==> src/rtl/pc_sequencer_pkg.sv <==
// Shared types and constants for the fetch-stage PC sequencer.
// Holds the FSM state encoding, default widths, the halt address, and the
// lookup-table label indices shared with the table contents and the assembler.
package pc_sequencer_pkg;

    localparam int unsigned PC_W    = 12;   // PC / branch-target width
    localparam int unsigned LUT_AW  = 5;    // lookup-table address width
    localparam int unsigned CYC_W   = 16;   // run-cycle counter width
    localparam int unsigned HALT_PC = 511;  // PC value that ends a run

    typedef enum logic [1:0] {
        ST_IDLE = 2'd0,
        ST_RUN  = 2'd1,
        ST_HALT = 2'd2
    } state_t;

    // Branch label indices into the lookup table
    localparam logic [LUT_AW-1:0] LBL_LOOP = 5'd12;
    localparam logic [LUT_AW-1:0] LBL_EXIT = 5'd22;

endpackage

==> src/rtl/pc_sequencer_if.sv <==
// Bus between the PC sequencer and its surroundings (control, instruction
// fields, lookup table, status).
//   start, stall, abs_jump : run control and branch decode
//   lut_sel / lut_addr     : table select field in, table address out
//   lut_target             : absolute target returned by the table
//   prog_ctr, busy, done, pc_wrap, cycle_cnt : sequencer status
// The slave modport is the sequencer; master is the driving side.
interface pc_sequencer_if
    import pc_sequencer_pkg::*;
#(
    parameter int unsigned D  = PC_W,
    parameter int unsigned A  = LUT_AW,
    parameter int unsigned CW = CYC_W
) ();

    logic          start;
    logic          stall;
    logic          abs_jump;
    logic [A-1:0]  lut_sel;
    logic [A-1:0]  lut_addr;
    logic [D-1:0]  lut_target;
    logic [D-1:0]  prog_ctr;
    logic          busy;
    logic          done;
    logic          pc_wrap;
    logic [CW-1:0] cycle_cnt;

    modport slave (
        input  start, stall, abs_jump, lut_sel, lut_target,
        output lut_addr, prog_ctr, busy, done, pc_wrap, cycle_cnt
    );

    modport master (
        output start, stall, abs_jump, lut_sel, lut_target,
        input  lut_addr, prog_ctr, busy, done, pc_wrap, cycle_cnt
    );

endinterface

==> src/rtl/pc_sequencer_sat_counter.sv <==
// Saturating up-counter with synchronous clear (clear beats enable).
//   clk, rst_n : clock, async active-low reset
//   clr        : force count to zero on the next edge
//   en         : count up by one, sticking at all-ones
//   cnt        : registered count
module pc_sequencer_sat_counter #(
    parameter int unsigned W = 16
) (
    input  logic         clk,
    input  logic         rst_n,
    input  logic         clr,
    input  logic         en,
    output logic [W-1:0] cnt
);

    always_ff @(posedge clk or negedge rst_n) begin
        if (!rst_n) begin
            cnt <= '0;
        end else if (clr) begin
            cnt <= '0;
        end else if (en && (cnt != {W{1'b1}})) begin
            cnt <= cnt + W'(1);
        end
    end

endmodule

==> src/rtl/pc_sequencer.sv <==
// Program-counter sequencer for the fetch stage. Advances, jumps (via the
// combinational lookup table, zero-latency) or holds the PC each cycle and
// halts when the PC reaches the halt address.
//   clk, rst_n : clock, async active-low reset
//   bus        : pc_sequencer_if slave (control in, table access, status out)
module pc_sequencer
    import pc_sequencer_pkg::*;
#(
    parameter int unsigned D       = PC_W,
    parameter int unsigned A       = LUT_AW,
    parameter int unsigned DONE_PC = HALT_PC,
    parameter int unsigned CW      = CYC_W
) (
    input  logic             clk,
    input  logic             rst_n,
    pc_sequencer_if.slave    bus
);

    state_t        state, state_nx;
    logic [D-1:0]  pc_q, pc_nx;
    logic          wrap_q, wrap_nx;
    logic          busy_q, done_q;
    logic          restart;
    logic          cnt_clr, cnt_en;
    logic [CW-1:0] cyc_cnt;
    logic [A-1:0]  sel;

    // Table address is a straight copy of the instruction select field
    assign sel          = bus.lut_sel;
    assign bus.lut_addr = sel;

    assign bus.prog_ctr  = pc_q;
    assign bus.busy      = busy_q;
    assign bus.done      = done_q;
    assign bus.pc_wrap   = wrap_q;
    assign bus.cycle_cnt = cyc_cnt;

    // Next-state / next-PC: start > stall > abs_jump > increment
    always_comb begin
        state_nx = state;
        pc_nx    = pc_q;
        wrap_nx  = wrap_q;
        restart  = 1'b0;
        cnt_clr  = 1'b0;
        cnt_en   = 1'b0;

        case (state)
            ST_IDLE, ST_HALT: begin
                restart = bus.start;
            end
            ST_RUN: begin
                cnt_en = 1'b1;
                if (bus.start) begin
                    restart = 1'b1;
                end else if (!bus.stall) begin
                    if (bus.abs_jump) begin
                        pc_nx = bus.lut_target;
                    end else begin
                        pc_nx = pc_q + D'(1);
                        if (pc_q == {D{1'b1}}) begin
                            wrap_nx = 1'b1;
                        end
                    end
                    if (pc_nx == D'(DONE_PC)) begin
                        state_nx = ST_HALT;
                    end
                end
            end
            default: begin
                state_nx = ST_IDLE;
            end
        endcase

        if (restart) begin
            state_nx = ST_RUN;
            pc_nx    = '0;
            wrap_nx  = 1'b0;
            cnt_clr  = 1'b1;
        end
    end

    // State and registered outputs; busy/done follow the state being entered
    always_ff @(posedge clk or negedge rst_n) begin
        if (!rst_n) begin
            state  <= ST_IDLE;
            pc_q   <= '0;
            wrap_q <= 1'b0;
            busy_q <= 1'b0;
            done_q <= 1'b0;
        end else begin
            state  <= state_nx;
            pc_q   <= pc_nx;
            wrap_q <= wrap_nx;
            busy_q <= (state_nx == ST_RUN);
            done_q <= (state_nx == ST_HALT);
        end
    end

    pc_sequencer_sat_counter #(
        .W (CW)
    ) u_cycle_cnt (
        .clk   (clk),
        .rst_n (rst_n),
        .clr   (cnt_clr),
        .en    (cnt_en),
        .cnt   (cyc_cnt)
    );

endmodule

==> src/flat_wrapper.sv <==
// flat-port wrapper written by rule: the top's interface ports become plain ports
module pc_sequencer_flat import pc_sequencer_pkg::*;
#(
    parameter int unsigned D       = PC_W,
    parameter int unsigned A       = LUT_AW,
    parameter int unsigned DONE_PC = HALT_PC,
    parameter int unsigned CW      = CYC_W
)
  (clk, rst_n, bus_start, bus_stall, bus_abs_jump, bus_lut_sel, bus_lut_target, bus_lut_addr, bus_prog_ctr, bus_busy, bus_done, bus_pc_wrap, bus_cycle_cnt);
  pc_sequencer_if #(.D(D), .A(A), .CW(CW)) bus_i ();
  input  logic clk;
  input  logic rst_n;
  input wire logic [$bits(bus_i.start)-1:0] bus_start;
  input wire logic [$bits(bus_i.stall)-1:0] bus_stall;
  input wire logic [$bits(bus_i.abs_jump)-1:0] bus_abs_jump;
  input wire logic [$bits(bus_i.lut_sel)-1:0] bus_lut_sel;
  input wire logic [$bits(bus_i.lut_target)-1:0] bus_lut_target;
  output wire logic [$bits(bus_i.lut_addr)-1:0] bus_lut_addr;
  output wire logic [$bits(bus_i.prog_ctr)-1:0] bus_prog_ctr;
  output wire logic [$bits(bus_i.busy)-1:0] bus_busy;
  output wire logic [$bits(bus_i.done)-1:0] bus_done;
  output wire logic [$bits(bus_i.pc_wrap)-1:0] bus_pc_wrap;
  output wire logic [$bits(bus_i.cycle_cnt)-1:0] bus_cycle_cnt;
  assign bus_i.start = bus_start;
  assign bus_i.stall = bus_stall;
  assign bus_i.abs_jump = bus_abs_jump;
  assign bus_i.lut_sel = bus_lut_sel;
  assign bus_i.lut_target = bus_lut_target;
  assign bus_lut_addr = bus_i.lut_addr;
  assign bus_prog_ctr = bus_i.prog_ctr;
  assign bus_busy = bus_i.busy;
  assign bus_done = bus_i.done;
  assign bus_pc_wrap = bus_i.pc_wrap;
  assign bus_cycle_cnt = bus_i.cycle_cnt;
  pc_sequencer #(.D(D), .A(A), .DONE_PC(DONE_PC), .CW(CW)) u_core (.clk(clk), .rst_n(rst_n), .bus(bus_i));
endmodule
==> config.mk <==
export PLATFORM = sky130hd
export DESIGN_NAME = pc_sequencer_flat
export DESIGN_NICKNAME = d
export VERILOG_FILES = /design/src/rtl/pc_sequencer_pkg.sv /design/src/rtl/pc_sequencer_if.sv /design/src/rtl/pc_sequencer_sat_counter.sv /design/src/rtl/pc_sequencer.sv /design/src/flat_wrapper.sv
export SDC_FILE = /design/constraint.sdc
export NUM_CORES = 1
export LEC_CHECK = 0
export ABC_CLOCK_PERIOD_IN_PS = 3500
export BUFFER_PORTS_ARGS = -buffer_cell sky130_fd_sc_hd__buf_2
export CAP_MARGIN = 15
export CORE_MARGIN = 5
export CORE_UTILIZATION = 55
export DETAILED_ROUTE_END_ITERATION = 10
export PLACE_DENSITY = 0.92
export SYNTH_ARGS = -nofsm -noshare
export SYNTH_HDL_FRONTEND = slang
export SYNTH_SLANG_ARGS = --single-unit
==> constraint.sdc <==
create_clock -name clk -period 3.5 [get_ports clk]
set_input_delay 0.7 -clock clk [delete_from_list [all_inputs] [get_ports clk]]
set_output_delay 0.7 -clock clk [all_outputs]
set_load 0.005 [all_outputs]
==> impl_results.md <==
* Net Sw Frac at 27.2%
* Setup crit start kind: flop
* Asr flop ratio synth at 100%
* Clock skew at 0.00880 ns
* Worst R2R Path Depth at 7
* Post-synthesis register bit count at 33
* Synthesized area at 1950 sq um
* H-tree Lvls at 2
* Post-Route WL at 4650 um
* RSZ-0062 raised after global routing: false
* HP Class: in2async
* First-pass GRT wire length at 7910 um
* Clock slew seen by the registers of the worst setup and hold paths at 0.10 ns
* Starting DRT DRC Count at 169
* Critical path class: reg2reg
* Initial Util at 57.4%
* Worst IR Drop VDD at 268 uV
* Residual DRC at 0
* Core Rows at 21
* Clock sinks at 33
* Leak pwr at 1.06 nW
* Hold violation count in the final report at 0
* Mapped Nets at 240
* Max cap viols at 0
* Ant diodes at 0
* Fill count at 252
* GRT Overall Usage at 20.2%
* Status: complete, no violations
* Gate power share at 12.9%
* Post-CTS Setup Inserts at 0
* Root Buffer: clkbuf_4
* Fmax at 0.419 GHz
* Total iterations of the first detailed-routing run at 5
* Total die area at 4830 sq um
* Clk pwr share at 30.3%
* EDFF count, synth at 0
* Req. time, crit path at 3.76 ns
* CP Max Fanout at 7
* Pint at 526 uW
* Grt ovf at 0
* Core area at 3390 sq um
* Largest net degree at the start of global routing at 34
* Initial antenna violation count at 0
* Final period util at 68.2%
* CTS tree: built
* Seq pwr share at 56.8%
* Pins Over Slew Limit at 0
* DR vias at 1765
* Fin nets at 282
* PwrDens at 324 nW/um^2
* Finish-stage setup viols at 0
* Routed len/inst at 15.3 um
* Most used DFF post-synth: dfrtp_1
* Setup TNS at 0 ns
* Worst R2R Setup Slack at 1.11 ns
* Cts bufs inserted at 5
* DRT antenna net count at 0
* Synth Instances at 216
* Share of cells above drive strength 1 at 23.6%
* Sequential element share of the synthesized area at 42.4%
* Syn avg cell area at 9.01 sq um
* Critical Path Sink Type: flop
* P&R area growth vs syn at 14.7%
* Skew-Pair Late Insertion Delay at 0.33 ns
* Synth cell types at 41
* Gp weighted congestion at 0.890
* Vias per Instance at 5.81
* Hold Buf Count CTS at 0
* Synthesis Warnings at 0
* Largest buffer count on any clock path at 2
* Die Y at 69.5 um
* Dpl hpwl at 3410 um
* Total Power at 722 uW
* I/O Pins at 58
* Post-cts repair resize count at 0
* CP arrival at 2.65 ns
* Slew HR at 50.7%
* Pin slew with the least headroom to its limit at 0.739 ns
* Final Critical Period at 2.39 ns
* Die Width at 69.5 um
* Port Buf Inserts at 47
* Vias in the first global route at 1718
* Switching pwr at 196 uW
[registers in the layout, summed over array words and instances (netlist names)]
name	count
u_core.u_cycle_cnt.cnt	16
u_core.bus.prog_ctr	12
u_core.state	2
u_core.bus.busy	1
u_core.bus.done	1
u_core.bus.pc_wrap	1
[kinds of logic (layout without fill, tap and decap cells)]
logic type / after synthesis / after routing / synth area share, %
compound gates: 40 / 40 / 13.6
xor+xnor: 19 / 19 / 8.55
simple gates: 103 / 103 / 28.4
fa+ha+maj: 2 / 2 / 1.29
flops: 33 / 33 / 42.4
buf+inv: 16 / 58 / 4.18
mux: 3 / 3 / 1.54
[routing by layer]
layer | part of all wire (%) | up-vias | global-route usage (%)
met3 | 8.5 | 19 | 6.23
met2 | 48 | 85 | 31.5
li1 | - | 840 | -
met4 | 3.2 | 0 | 8.89
met1 | 40 | 821 | 25.6
met5 | 0 | - | 0
[worst max-delay path, cell delays in order (launching register included)]
cell and delay [ns]:
dfrtp_1 0.47, ha_1 0.32, nand3_1 0.15, xor2_1 0.16, o21ai_0 0.31, nand3_1 0.16, or4_4 0.57, o21ai_1 0.18
[power groups by stage]
stage          registers (mW)  logic [mW]  clock network, mW
3_3_place_gp            0.416      0.0901                  0
4_1_cts                 0.410      0.0936              0.223
3_5_place_dp            0.417      0.0932                  0
6_report                0.410      0.0930              0.219
2_1_floorplan           0.414      0.0587                  0
5_1_grt                 0.413       0.105              0.243
[worst paths after layout]
kind | to | startpoint
max in group asynchronous | u_core.u_cycle_cnt.cnt[9]$_DFFE_PN0P_ | rst_n
worst min register to register | u_core.bus.pc_wrap$_DFFE_PN0P_ | u_core.bus.pc_wrap$_DFFE_PN0P_
worst max-delay path | u_core.state[1]$_DFF_PN0_ | u_core.bus.prog_ctr[0]$_DFFE_PN0P_
worst max register to register | u_core.state[1]$_DFF_PN0_ | u_core.bus.prog_ctr[0]$_DFFE_PN0P_
worst min-delay path | u_core.bus.prog_ctr[8]$_DFFE_PN0P_ | rst_n
min in group clk | u_core.bus.pc_wrap$_DFFE_PN0P_ | u_core.bus.pc_wrap$_DFFE_PN0P_
[layout by cell type (no fill, tap or decap), drive strengths merged, types with 2 or more instances in the layout]
master  instances
inv             3
a31oi           4
dfrtp          33
and3            5
xor2            9
nand4           4
and4            2
a22o            7
nand3          19
o31ai           3
clkbuf          7
ha              2
o211ai          2
nor2b           5
nor2           23
o21ai          15
and2            4
nand2b          2
or3             2
a21oi           7
buf            48
or4             3
nor3            6
xnor2          10
mux2i           3
nand2          23
[cell type report]
class                      instances  area, sq um  share of cell area [%]
multi-input combinational        167         1040                    46.6
sequential                        33          826                    37.0
timing repair buffer              48          243                    10.9
tap                               46         57.6                    2.58
clock buffer                       7         55.1                    2.47
inverter                           3         11.3                   0.505
[cells in the mapped netlist, drive strengths merged (4+ instances only)]
cell type	n	area share, %
a21oi	7	1.8
a22o	7	3.2
a31oi	4	1.3
and2	4	1.3
and3	5	1.6
buf	8	2.6
clkbuf	5	0.96
dfrtp	33	42
nand2	23	4.6
nand3	19	5.1
nand4	4	2.1
nor2	23	4.4
nor2b	5	1.6
nor3	6	1.5
o21ai	15	3.9
xnor2	10	4.5
xor2	9	4.1
[per-stage QoR]
stage | util, % | setup slack (ns) | area [sq um] | hold WS (ns) | std cells
6_report | 65.8 | 1.11 | 2230 | 0.409 | 304
5_1_grt | 65.8 | 0.985 | 2230 | 0.443 | 304
4_1_cts | 65.8 | 1.15 | 2230 | 0.428 | 304
3_5_place_dp | 64.2 | 1.01 | 2180 | 0.490 | 297
3_3_place_gp | 64.2 | 1.10 | 2180 | 0.486 | 297
2_1_floorplan | - | 1.28 | 1950 | 0.404 | 216
(Power assumes the default switching activity.)
